--- config.mk ---
export PLATFORM = sky130hd
export DESIGN_NAME = signed_delta_decoder
export DESIGN_NICKNAME = d
export VERILOG_FILES = /design/src/rtl/signed_delta_pkg.sv /design/src/rtl/signed_delta_clamp.sv /design/src/rtl/signed_delta_decoder.sv
export SDC_FILE = /design/constraint.sdc
export NUM_CORES = 1
export LEC_CHECK = 0
export ABC_AREA = 1
export BUFFER_PORTS_ARGS = -buffer_cell sky130_fd_sc_hd__buf_4
export CAP_MARGIN = 40
export CORE_MARGIN = 5
export CORE_UTILIZATION = 35
export DETAILED_ROUTE_END_ITERATION = 7
export PLACE_DENSITY = 0.53
export SYNTH_ARGS = -nofsm -noshare
export SYNTH_HDL_FRONTEND = slang
export SYNTH_SLANG_ARGS = --single-unit
export TNS_END_PERCENT = 100
--- constraint.sdc ---
create_clock -name clk -period 1.9 [get_ports clk]
set_input_delay 0.19 -clock clk [delete_from_list [all_inputs] [get_ports clk]]
set_output_delay 0.19 -clock clk [all_outputs]
set_load 0.1 [all_outputs]
--- src/rtl/signed_delta_pkg.sv ---
// Shared types and constants for the signed delta decoder.
package signed_delta_pkg;

  // Default reconstructed sample width and dropped-beat counter width.
  localparam int DATA_W_DEF = 4;
  localparam int DROP_W_DEF = 8;

  // Lower clamp bound for a reconstructed sample.
  localparam int CLAMP_MIN = 0;

  // Accumulator seeding state: UNLOCKED until the first sync beat.
  typedef enum logic {
    ST_UNLOCKED = 1'b0,
    ST_LOCKED   = 1'b1
  } state_t;

  // Signed difference width: one bit wider than the sample.
  function automatic int diff_width(input int w);
    return w + 1;
  endfunction

  // Upper clamp bound for a w-bit unsigned sample.
  function automatic int clamp_max(input int w);
    return (1 << w) - 1;
  endfunction

endpackage

--- src/rtl/signed_delta_clamp.sv ---
// Combinational accumulator + signed difference with saturation to the
// unsigned sample range; err flags any clamped result.
module signed_delta_clamp
  import signed_delta_pkg::*;
#(
  parameter int DATA_W = DATA_W_DEF
) (
  input  logic [DATA_W-1:0] acc,
  input  logic [DATA_W:0]   diff,
  output logic [DATA_W-1:0] result,
  output logic              err
);

  localparam logic [DATA_W-1:0] MAX_V = DATA_W'(clamp_max(DATA_W));
  localparam logic [DATA_W-1:0] MIN_V = DATA_W'(CLAMP_MIN);

  // Two guard bits: the top one is the sign, the next one flags overflow.
  logic [DATA_W+1:0] sum;

  // Zero-extended acc plus sign-extended diff, then saturate.
  always_comb begin
    sum    = {2'b00, acc} + {diff[DATA_W], diff};
    result = sum[DATA_W-1:0];
    err    = 1'b0;
    if (sum[DATA_W+1]) begin
      result = MIN_V;
      err    = 1'b1;
    end else if (sum[DATA_W]) begin
      result = MAX_V;
      err    = 1'b1;
    end
  end

endmodule

--- src/rtl/signed_delta_decoder.sv ---
// Rebuilds absolute unsigned samples from a stream of signed differences.
// Sync beats (re)seed the accumulator; diff beats before the first sync are
// discarded and counted.
//
// Handshake: a beat moves on a rising edge when valid and ready are both high.
// Both pipeline stages advance together when adv = !outVld | outRdy, and
// inRdy = adv while out of reset. Once outVld is high, sampleOut and errOut
// hold until outRdy.
module signed_delta_decoder
  import signed_delta_pkg::*;
#(
  parameter int DATA_W = DATA_W_DEF,
  parameter int DROP_W = DROP_W_DEF
) (
  input  logic              clk,
  input  logic              rst_n,
  input  logic              inVld,
  output logic              inRdy,
  input  logic              syncIn,
  input  logic [DATA_W-1:0] sampleIn,
  input  logic [DATA_W:0]   diffIn,
  output logic              outVld,
  input  logic              outRdy,
  output logic [DATA_W-1:0] sampleOut,
  output logic              errOut,
  output logic              lockedOut,
  output logic [DROP_W-1:0] dropCntOut
);

  localparam int DIFF_W = diff_width(DATA_W);

  logic              adv;
  logic              s1_vld;
  logic              s1_sync;
  logic [DATA_W-1:0] s1_sample;
  logic [DIFF_W-1:0] s1_diff;
  logic [DATA_W-1:0] acc;
  state_t            state;
  logic [DATA_W-1:0] sum_clamped;
  logic              sum_err;

  assign adv       = !outVld || outRdy;
  assign inRdy     = adv && rst_n;
  assign lockedOut = (state == ST_LOCKED);

  signed_delta_clamp #(.DATA_W(DATA_W)) u_clamp (
    .acc    (acc),
    .diff   (s1_diff),
    .result (sum_clamped),
    .err    (sum_err)
  );

  // Stage 1: capture the accepted beat; hold it while the output is stalled.
  always_ff @(posedge clk or negedge rst_n) begin
    if (!rst_n) begin
      s1_vld    <= 1'b0;
      s1_sync   <= 1'b0;
      s1_sample <= '0;
      s1_diff   <= '0;
    end else if (adv) begin
      s1_vld <= inVld;
      if (inVld) begin
        s1_sync   <= syncIn;
        s1_sample <= sampleIn;
        s1_diff   <= diffIn;
      end
    end
  end

  // Stage 2: FSM, accumulator update, registered output and drop counter.
  always_ff @(posedge clk or negedge rst_n) begin
    if (!rst_n) begin
      state      <= ST_UNLOCKED;
      acc        <= '0;
      outVld     <= 1'b0;
      sampleOut  <= '0;
      errOut     <= 1'b0;
      dropCntOut <= '0;
    end else if (adv) begin
      outVld <= 1'b0;
      if (s1_vld) begin
        if (s1_sync) begin
          state     <= ST_LOCKED;
          acc       <= s1_sample;
          sampleOut <= s1_sample;
          errOut    <= 1'b0;
          outVld    <= 1'b1;
        end else if (state == ST_LOCKED) begin
          acc       <= sum_clamped;
          sampleOut <= sum_clamped;
          errOut    <= sum_err;
          outVld    <= 1'b1;
        end else if (dropCntOut != {DROP_W{1'b1}}) begin
          // Unseeded diff: swallowed, only counted (saturating).
          dropCntOut <= dropCntOut + DROP_W'(1);
        end
      end
    end
  end

endmodule

# Yosys cells after proc, flatten, opt, wreduce, memory -nomap -nowiden

Cells that the tools add are included.
W data, S select, Z words.

Bits of input ports: 14
Output and inout bits: 16
Bits in registers: 26
Word-level logic and storage cells: 33

Mux-type cells: 11
Reduce and logical (&&, ||, !) cells: 8
Equal/unequal tests: 1
Bitwise operators: 2
$add $sub $neg: 2

Operators with widths:

| operator              | count |
|---|---|
| $mux W4               | 4 |
| $add A8 B1 Y8 const B | 1 |
| $ne A8 B8 Y1 const B  | 1 |
| $mux W1               | 7 |
| $add A5 B5 Y6         | 1 |
| $reduce_and A3 Y1     | 2 |
| $reduce_and A5 Y1     | 1 |
| $not A1 Y1            | 2 |
| $reduce_and A2 Y1     | 1 |
| $reduce_bool A2 Y1    | 1 |
| $logic_and A1 B1 Y1   | 1 |
| $logic_not A1 Y1      | 1 |
| $logic_or A1 B1 Y1    | 1 |

# Depth between registers and ports, before layout

Gate-level depths: netlist (run 1).

Depth in word-level cells: 5
Mapped depth: 10
Depth with buffers taken out: 10

# Hierarchy

From an unflattened synthesis (run 1), not the netlist that was laid out.

Cells, all modules: 198
Area, all modules: 1508.9 um^2

By module, submodules not included:

| module               | cells each | times used | seq. area each (um^2) | area each (um^2) |
|---|---|---|---|---|
| signed_delta_decoder | 154        | 1          | 650.6                 | 1268.7 |
| signed_delta_clamp   | 44         | 1          | 0.0                   | 240.2 |

# Worst setup path before layout (run 1)

No wires, ideal clock.

Path type: register to output
Start point: register outVld
End point: output port inRdy
Setup slack: -500 ps
Data required time: 1710 ps
Path buffers: 0
Cell stages (with the launch flop): 4
Data arrival time: 2210 ps
Cells stage by stage: dfrtp_1 inv_1 nor2_2 nor2_1

Word-level cells in the longest chain between the ends: 3

RTL lines:

| what                   | RTL line                   | text |
|---|---|---|
| from (decl)            | signed_delta_decoder.sv:22 | `output logic outVld,` |
| from (signal assigned) | signed_delta_decoder.sv:75 | `outVld <= 1'b0;` |
| from (signal assigned) | signed_delta_decoder.sv:80 | `outVld <= 1'b0;` |
| from (signal assigned) | signed_delta_decoder.sv:87 | `outVld <= 1'b1;` |
| $logic_not A1 Y1       | signed_delta_decoder.sv:42 | `assign adv = !outVld \|\| outRdy;` |
| $logic_or A1 B1 Y1     | signed_delta_decoder.sv:42 |  |
| $logic_and A1 B1 Y1    | signed_delta_decoder.sv:43 | `assign inRdy = adv && rst_n;` |
| to (decl)              | signed_delta_decoder.sv:18 | `output logic inRdy,` |

No other way between the ends.

# Final worst setup path (run 1)

Start point: register acc[0]
End point: register errOut

Word-level cells in the longest chain between the ends: 5

RTL lines:

| what                   | RTL line                   | text |
|---|---|---|
| from (decl)            | signed_delta_decoder.sv:37 | `logic [DATA_W-1:0] acc;` |
| from (signal assigned) | signed_delta_decoder.sv:84 | `acc <= s1_sample;` |
| from (signal assigned) | signed_delta_decoder.sv:89 | `acc <= sum_clamped;` |
| $add A5 B5 Y6 (*)      | signed_delta_clamp.sv:22   | `sum = {2'b00, acc} + {diff[DATA_W], diff};` |
| $mux W1                | signed_delta_clamp.sv:28   | `end else if (sum[DATA_W]) begin` |
| $mux W1 (*)            | signed_delta_clamp.sv:25   | `if (sum[DATA_W+1]) begin` |
| $mux W1 (*)            | signed_delta_decoder.sv:88 | `end else if (state == ST_LOCKED) begin` |
| $mux W1 (*)            | signed_delta_decoder.sv:82 | `if (s1_sync) begin` |
| to (signal assigned)   | signed_delta_decoder.sv:91 | `errOut <= sum_err;` |
| to (decl)              | signed_delta_decoder.sv:25 | `output logic errOut,` |

Mark *: on every way between the ends. The rest lies on a longest branch, timed or not. The select of a mux whose other input is x is not followed.
A chain may end at the register's enable or synchronous reset.

==> results of run 1 <==
-- repair_timing --
item / CTS / global route
hold buffers: 1 / 0
setup buffers: 0 / 0
hold endpoints to repair: 26 / 0
gates resized for setup: 0 / 1
endpoints found under the setup margin: 0 / 2
-- worst paths after layout --
kind	endpoint	slack (ps)	startpoint	cells past startpoint
worst max-delay path	errOut	200	acc[0]	10
worst min-delay path	s1_sample[3]	150	sampleIn[3]	2
worst max register to register	errOut	200	acc[0]	10
worst min register to register	lockedOut	500	lockedOut	2
max in group asynchronous	acc[0]	1160	rst_n	3
min in group asynchronous	s1_diff[0]	460	rst_n	3
-- placed cells by master (no fill, tap or decap), drive strengths merged --
| cell type | netlist | routed |
|---|---|---|
| inv | 26 | 26 |
| nand3 | 8 | 8 |
| xor2 | 4 | 4 |
| fa | 1 | 1 |
| clkbuf | 0 | 4 |
| nand3b | 1 | 1 |
| nand2 | 39 | 39 |
| mux2 | 7 | 7 |
| ha | 5 | 5 |
| dlygate4sd3 | 0 | 1 |
| nor2 | 9 | 9 |
| dfrtp | 26 | 26 |
| a21oi | 13 | 13 |
| buf | 2 | 31 |
| nor3 | 2 | 2 |
| nand4 | 2 | 2 |
| o21ai | 7 | 7 |
| xnor2 | 3 | 3 |
-- metal layers --
| layer | wire (um) | share of wire [%] | vias up |
|---|---|---|---|
| met5 | 0 | 0 | - |
| met4 | 42 | 1.5 | 0 |
| met3 | 126 | 4.4 | 4 |
| met2 | 1380 | 48 | 19 |
| met1 | 1310 | 46 | 523 |
| li1 | - | - | 554 |
-- power breakdown --
| part | internal (uW) | total (uW) | switching [uW] | leakage, uW |
|---|---|---|---|---|
| Combinational | 324 | 1130 | 809 | 0.000568 |
| Sequential | 670 | 746 | 76.1 | 0.000296 |
| Clock | 150 | 314 | 164 | 0.0000228 |
-- cell type report --
cell class	instances	area [um2]	share of cell area [%]
clock buffers	4	45.0	2.59
inverters	26	100	5.76
multi-input cells	101	623	35.8
flip-flops and latches	26	668	38.4
well taps	48	60.1	3.45
repair buffers	32	243	14.0
-- through the flow --
| step | std cells | util [%] | area, um2 | hold slack [ps] |
|---|---|---|---|---|
| after detailed placement | 232 | 45.3 | 1680 | 218 |
| after global routing | 237 | 46.8 | 1740 | 139 |
| after global placement | 232 | 45.3 | 1680 | 220 |
| after floorplan | 155 | - | 1400 | -106 |
| final | 237 | 46.8 | 1740 | 151 |
| after CTS | 237 | 46.7 | 1740 | 141 |
-- sequential cells by signal, summed over array words and instances (netlist names) --
register / flops
s1_vld: 1
s1_sample: 4
dropCntOut: 8
lockedOut: 1
acc: 4
outVld: 1
s1_diff: 5
s1_sync: 1
errOut: 1
-- kinds of logic (layout without fill, tap and decap cells) --
group,Yosys count,in the layout,synth area share [%]
AO/OA/AOI/OAI,20,20,7.31
XOR/XNOR,7,7,4.48
adder cells (fa/ha/maj),6,6,6.03
buffers and inverters,28,62,8.23
flip-flops,26,26,47.5
multiplexers,7,7,5.76
AND/OR/NAND/NOR,61,61,20.7
==> flow_summary.yaml, run 1 <==
run_status:
  status: "complete, no violations"
grt:
  met1_usage_pct: 14.1
  grt_max_degree: 27
  grt_most_used_layer: "met2"
  grt_util_all_layers_pct: 12.0
  antenna_found_initial: 0
  overflow: 0
  grt_pass1_vias: 1189
  grt_use_met3_pct: 2.77
  grt_use_met2_pct: 20.6
  grt_pass1_wl_um: 4980
layout:
  fin_nets: 210
  layout-drive-gt1-share_pct: 32.8
  antenna_cells: 0
  fillerInstances: 375
  area_growth_pct: 27.1
setup_path:
  cp-start-kind: "register"
  critPathArrivalTime_ps: 1840
  crit_top_cell: "nand2_1"
  worst-setup-path-type: "register to register"
  crit_chain: "ha_4 -> inv_1 -> fa_1 -> nand3b_1 -> nand2_1 -> nand2_1 -> nand2_2 -> nand2_1 -> nand2_1 -> o21ai_0"
  endpoint_kind: "register"
  cp_slowest_cell: "dfrtp_4"
  max_stage_delay_ps: 440
  crit_family: "simple AND/OR/NAND/NOR gates"
  critPathRequiredTime_ps: 2040
  worstPathMaxFanout: 5
  crit_buf_inv: 1
worst_hold_path:
  hp-class: "primary input to register"
drt:
  ant_nets: 0
  dr.first_iter.drc_count: 46
  viasPerCell: 4.64
  drc: 0
  vias: 1100
  wl_per_cell_um: 12.1
  detail_route.first_pass.iterations: 4
  wl_um: 2860
yosys:
  synth-edff-count: 0
  ys_types: 23
  synth.most_common_cell: "nand2_1"
  synthCells: 155
  synth.yosys.seq_area_share_pct: 47.5
  synth_nets: 175
  ys_warn_count: 0
  syn_area_per_cell_um2: 8.83
  yosys.area.top_type: "dfrtp_1"
  synth_area_leaders: "dfrtp_1, nand2_1, inv_1"
  async_flop_share_pct: 100
  synth_area_um2: 1370
  ys_top_cells_by_count: "nand2_1, dfrtp_1, inv_1"
  yosysTopAreaCellShare_pct: 47.5
  synth_flop_cell: "dfrtp_1"
  synth_seq_cells: 26
floorplan:
  initial_core_util_pct: 36.8
  dieArea_um2: 5260
  die_h_um: 72.5
  ios: 30
  design.core.area_um2: 3720
  die_w_um: 72.5
  rows: 22
timing:
  final-max-slew-violation-count: 0
  post-route-min-period_ps: 1700
  setup_viol: 0
  rsz0062_at_grt: "false"
  skew_ps: 2.99
  max_freq_ghz: 0.587
  hold_violations: 0
  slew_headroom_pct: 70.9
  worst_pin_slew_ps: 436
  worst_slack_ps: 198
  setup-tns-final_ps: 0
  post-route-period-util_pct: 89.6
placed_design:
  place_ws_ps: 150
  portBuffers: 29
  hpwl_um: 2200
  place_congestion: 0.824
cts:
  insertion_delay_ps: 270
  clkSinkCount: 26
  htreeDepth: 1
  cts_tree: "built"
  cts_buffer_depth: 2
  clk_pin_slew_ps: 90
  root_buffer: "clkbuf_8"
  numCtsBuffers: 3
power_and_ir_drop:
  total_power_uw: 2190
  leakagePower_uw: 0.000887
  ir_drop_uv: 276
  power.density_nw_per_um2: 1260
run:
  drv.max_cap_violation_count: 0
Note: power is estimated with default switching activity, not from simulation.
==> run 2, diff against run 1 <==
CELL_PAD_IN_SITES_DETAIL_PLACEMENT = 1   (was default)
CELL_PAD_IN_SITES_GLOBAL_PLACEMENT = 2   (was default)
CORE_UTILIZATION = 31   (was 35)
PLACE_DENSITY = 0.74   (was 0.53)
==> flow_summary.yaml, run 2 (synthesis results as in run 1) <==
run_status:
  status: "complete, no violations"
power_and_ir_drop:
  power.density_nw_per_um2: 1300
  ir_drop_uv: 608
  total_power_uw: 2290
  leakagePower_uw: 0.000898
  netSwitchingFraction_pct: 48.0
  comb_power_share_pct: 51.2
  power_frac_clock_pct: 16.0
  sequentialPowerShare_pct: 32.8
  switchingPower_uw: 1100
  p_int_uw: 1190
drt:
  ant_nets: 0
  viasPerCell: 4.62
  vias: 1118
  dr.first_iter.drc_count: 44
  wl_per_cell_um: 13.9
  wl_um: 3370
  detail_route.first_pass.iterations: 4
  drc: 0
grt:
  grt_util_all_layers_pct: 12.1
  overflow: 0
  antenna_found_initial: 0
  grt_pass1_wl_um: 5750
  grt_pass1_vias: 1200
  grt_max_degree: 27
floorplan:
  die_w_um: 76.5
  ios: 30
  dieArea_um2: 5840
  rows: 24
  initial_core_util_pct: 31.7
  die_h_um: 76.5
  design.core.area_um2: 4320
cts:
  clk_pin_slew_ps: 90
  htreeDepth: 1
  post_cts_buffers: 0
  root_buffer: "clkbuf_8"
  numCtsBuffers: 3
  insertion_delay_ps: 270
  clkSinkCount: 26
  cts_buffer_depth: 2
  cts_tree: "built"
layout:
  fillerInstances: 528
  top_register: "dropCntOut"
  largestRegisters: "dropCntOut (8), s1_diff (5)"
  area_growth_pct: 29.0
  final_common_cell: "nand2_1"
  multi_input_area_um2: 627
  fin_nets: 211
  seq_area_um2: 668
  layout-drive-gt1-share_pct: 34.2
  mostFrequentLayoutCells: "nand2_1, buf_4, inv_1"
  largest_reg_flops: 8
  antenna_cells: 0
setup_path:
  r2r_start: "acc[0]"
  crit_top_cell: "nand2_1"
  cp_slowest_cell: "dfrtp_4"
  cp-start-kind: "register"
  max_stage_delay_ps: 440
  critPathRequiredTime_ps: 2040
  worst-setup-path-type: "register to register"
  crit_chain: "ha_4 -> inv_1 -> fa_1 -> nand3b_1 -> nand2_1 -> nand2_1 -> nand2_2 -> nand2_1 -> nand2_1 -> o21ai_0"
  worstPathMaxFanout: 5
  critPathArrivalTime_ps: 1880
  crit_start: "acc[0]"
  endpoint_kind: "register"
timing:
  final-max-slew-violation-count: 0
  worst_pin_slew_ps: 481
  post-route-min-period_ps: 1740
  setup-tns-final_ps: 0
  max_freq_ghz: 0.573
  worst_slack_ps: 156
  slew_headroom_pct: 67.9
  hold_violations: 0
  whs_ps: 145
  skew_ps: 4.99
  post-route-period-util_pct: 91.8
  setup_viol: 0
  rsz0062_at_grt: "false"
placed_design:
  hpwl_um: 2650
  portBuffers: 29
  place_congestion: 0.795
  place_ws_ps: 91.5
worst_hold_path:
  hp-start: "sampleIn[2]"
  hp-class: "primary input to register"
run:
  drv.max_cap_violation_count: 0
[run 2: worst max-delay path: cells and delay by family (launching register included)]
family / cells / cell delay (ps)
compound gates: 1 / 70
flops: 1 / 440
buf+inv: 1 / 40
simple gates: 6 / 540
fa+ha+maj: 2 / 520
[run 2: worst paths after layout]
kind                                  to  cells after the start  slack (ps)
setup / recovery                  errOut                     10         160
hold / removal              s1_sample[2]                      2         140
setup reg to reg                  errOut                     10         160
hold reg to reg                   errOut                      2         510
max in group asynchronous         acc[1]                      3        1160
min in group asynchronous  dropCntOut[6]                      3         450
[run 2: layout make-up]
| type | instances | share of cell area (%) |
|---|---|---|
| flip-flops and latches | 26 | 37.8 |
| repair buffers | 33 | 14.2 |
| well taps | 52 | 3.69 |
| clock buffers | 4 | 3.12 |
| multi-input cells | 101 | 35.5 |
| inverters | 26 | 5.67 |
[run 2: stage by stage]
stage / util (%) / instance area (um2) / cells
floorplan: - / 1400 / 155
global placement: 39.2 / 1690 / 237
detailed placement: 39.2 / 1690 / 237
CTS: 40.7 / 1760 / 242
global route: 40.8 / 1770 / 242
finish: 40.8 / 1770 / 242
[run 2: power groups by stage]
stage	Sequential, uW	Combinational [uW]	Clock, uW
after global placement	760	1140	0
after CTS	753	1180	383
after floorplan	1170	467	0
after detailed placement	765	1170	0
final	751	1170	367
after global routing	765	1280	402
[run 2: what timing repair did]
action / CTS / global route
resized for setup: 0 / 2
setup endpoints to repair: 0 / 4
hold endpoints to repair: 26 / 0
hold buffers: 1 / 0
[run 2: routing by layer]
metal / vias up / part of all wire, % / track usage [%] / wire length [um]
met3: 5 / 3.4 / 2.48 / 116
met5: - / 0 / 0 / 0
met4: 0 / 1.3 / 4.20 / 44
met2: 21 / 45 / 18.2 / 1530
li1: 556 / - / - / -
met1: 536 / 50 / 17.2 / 1680
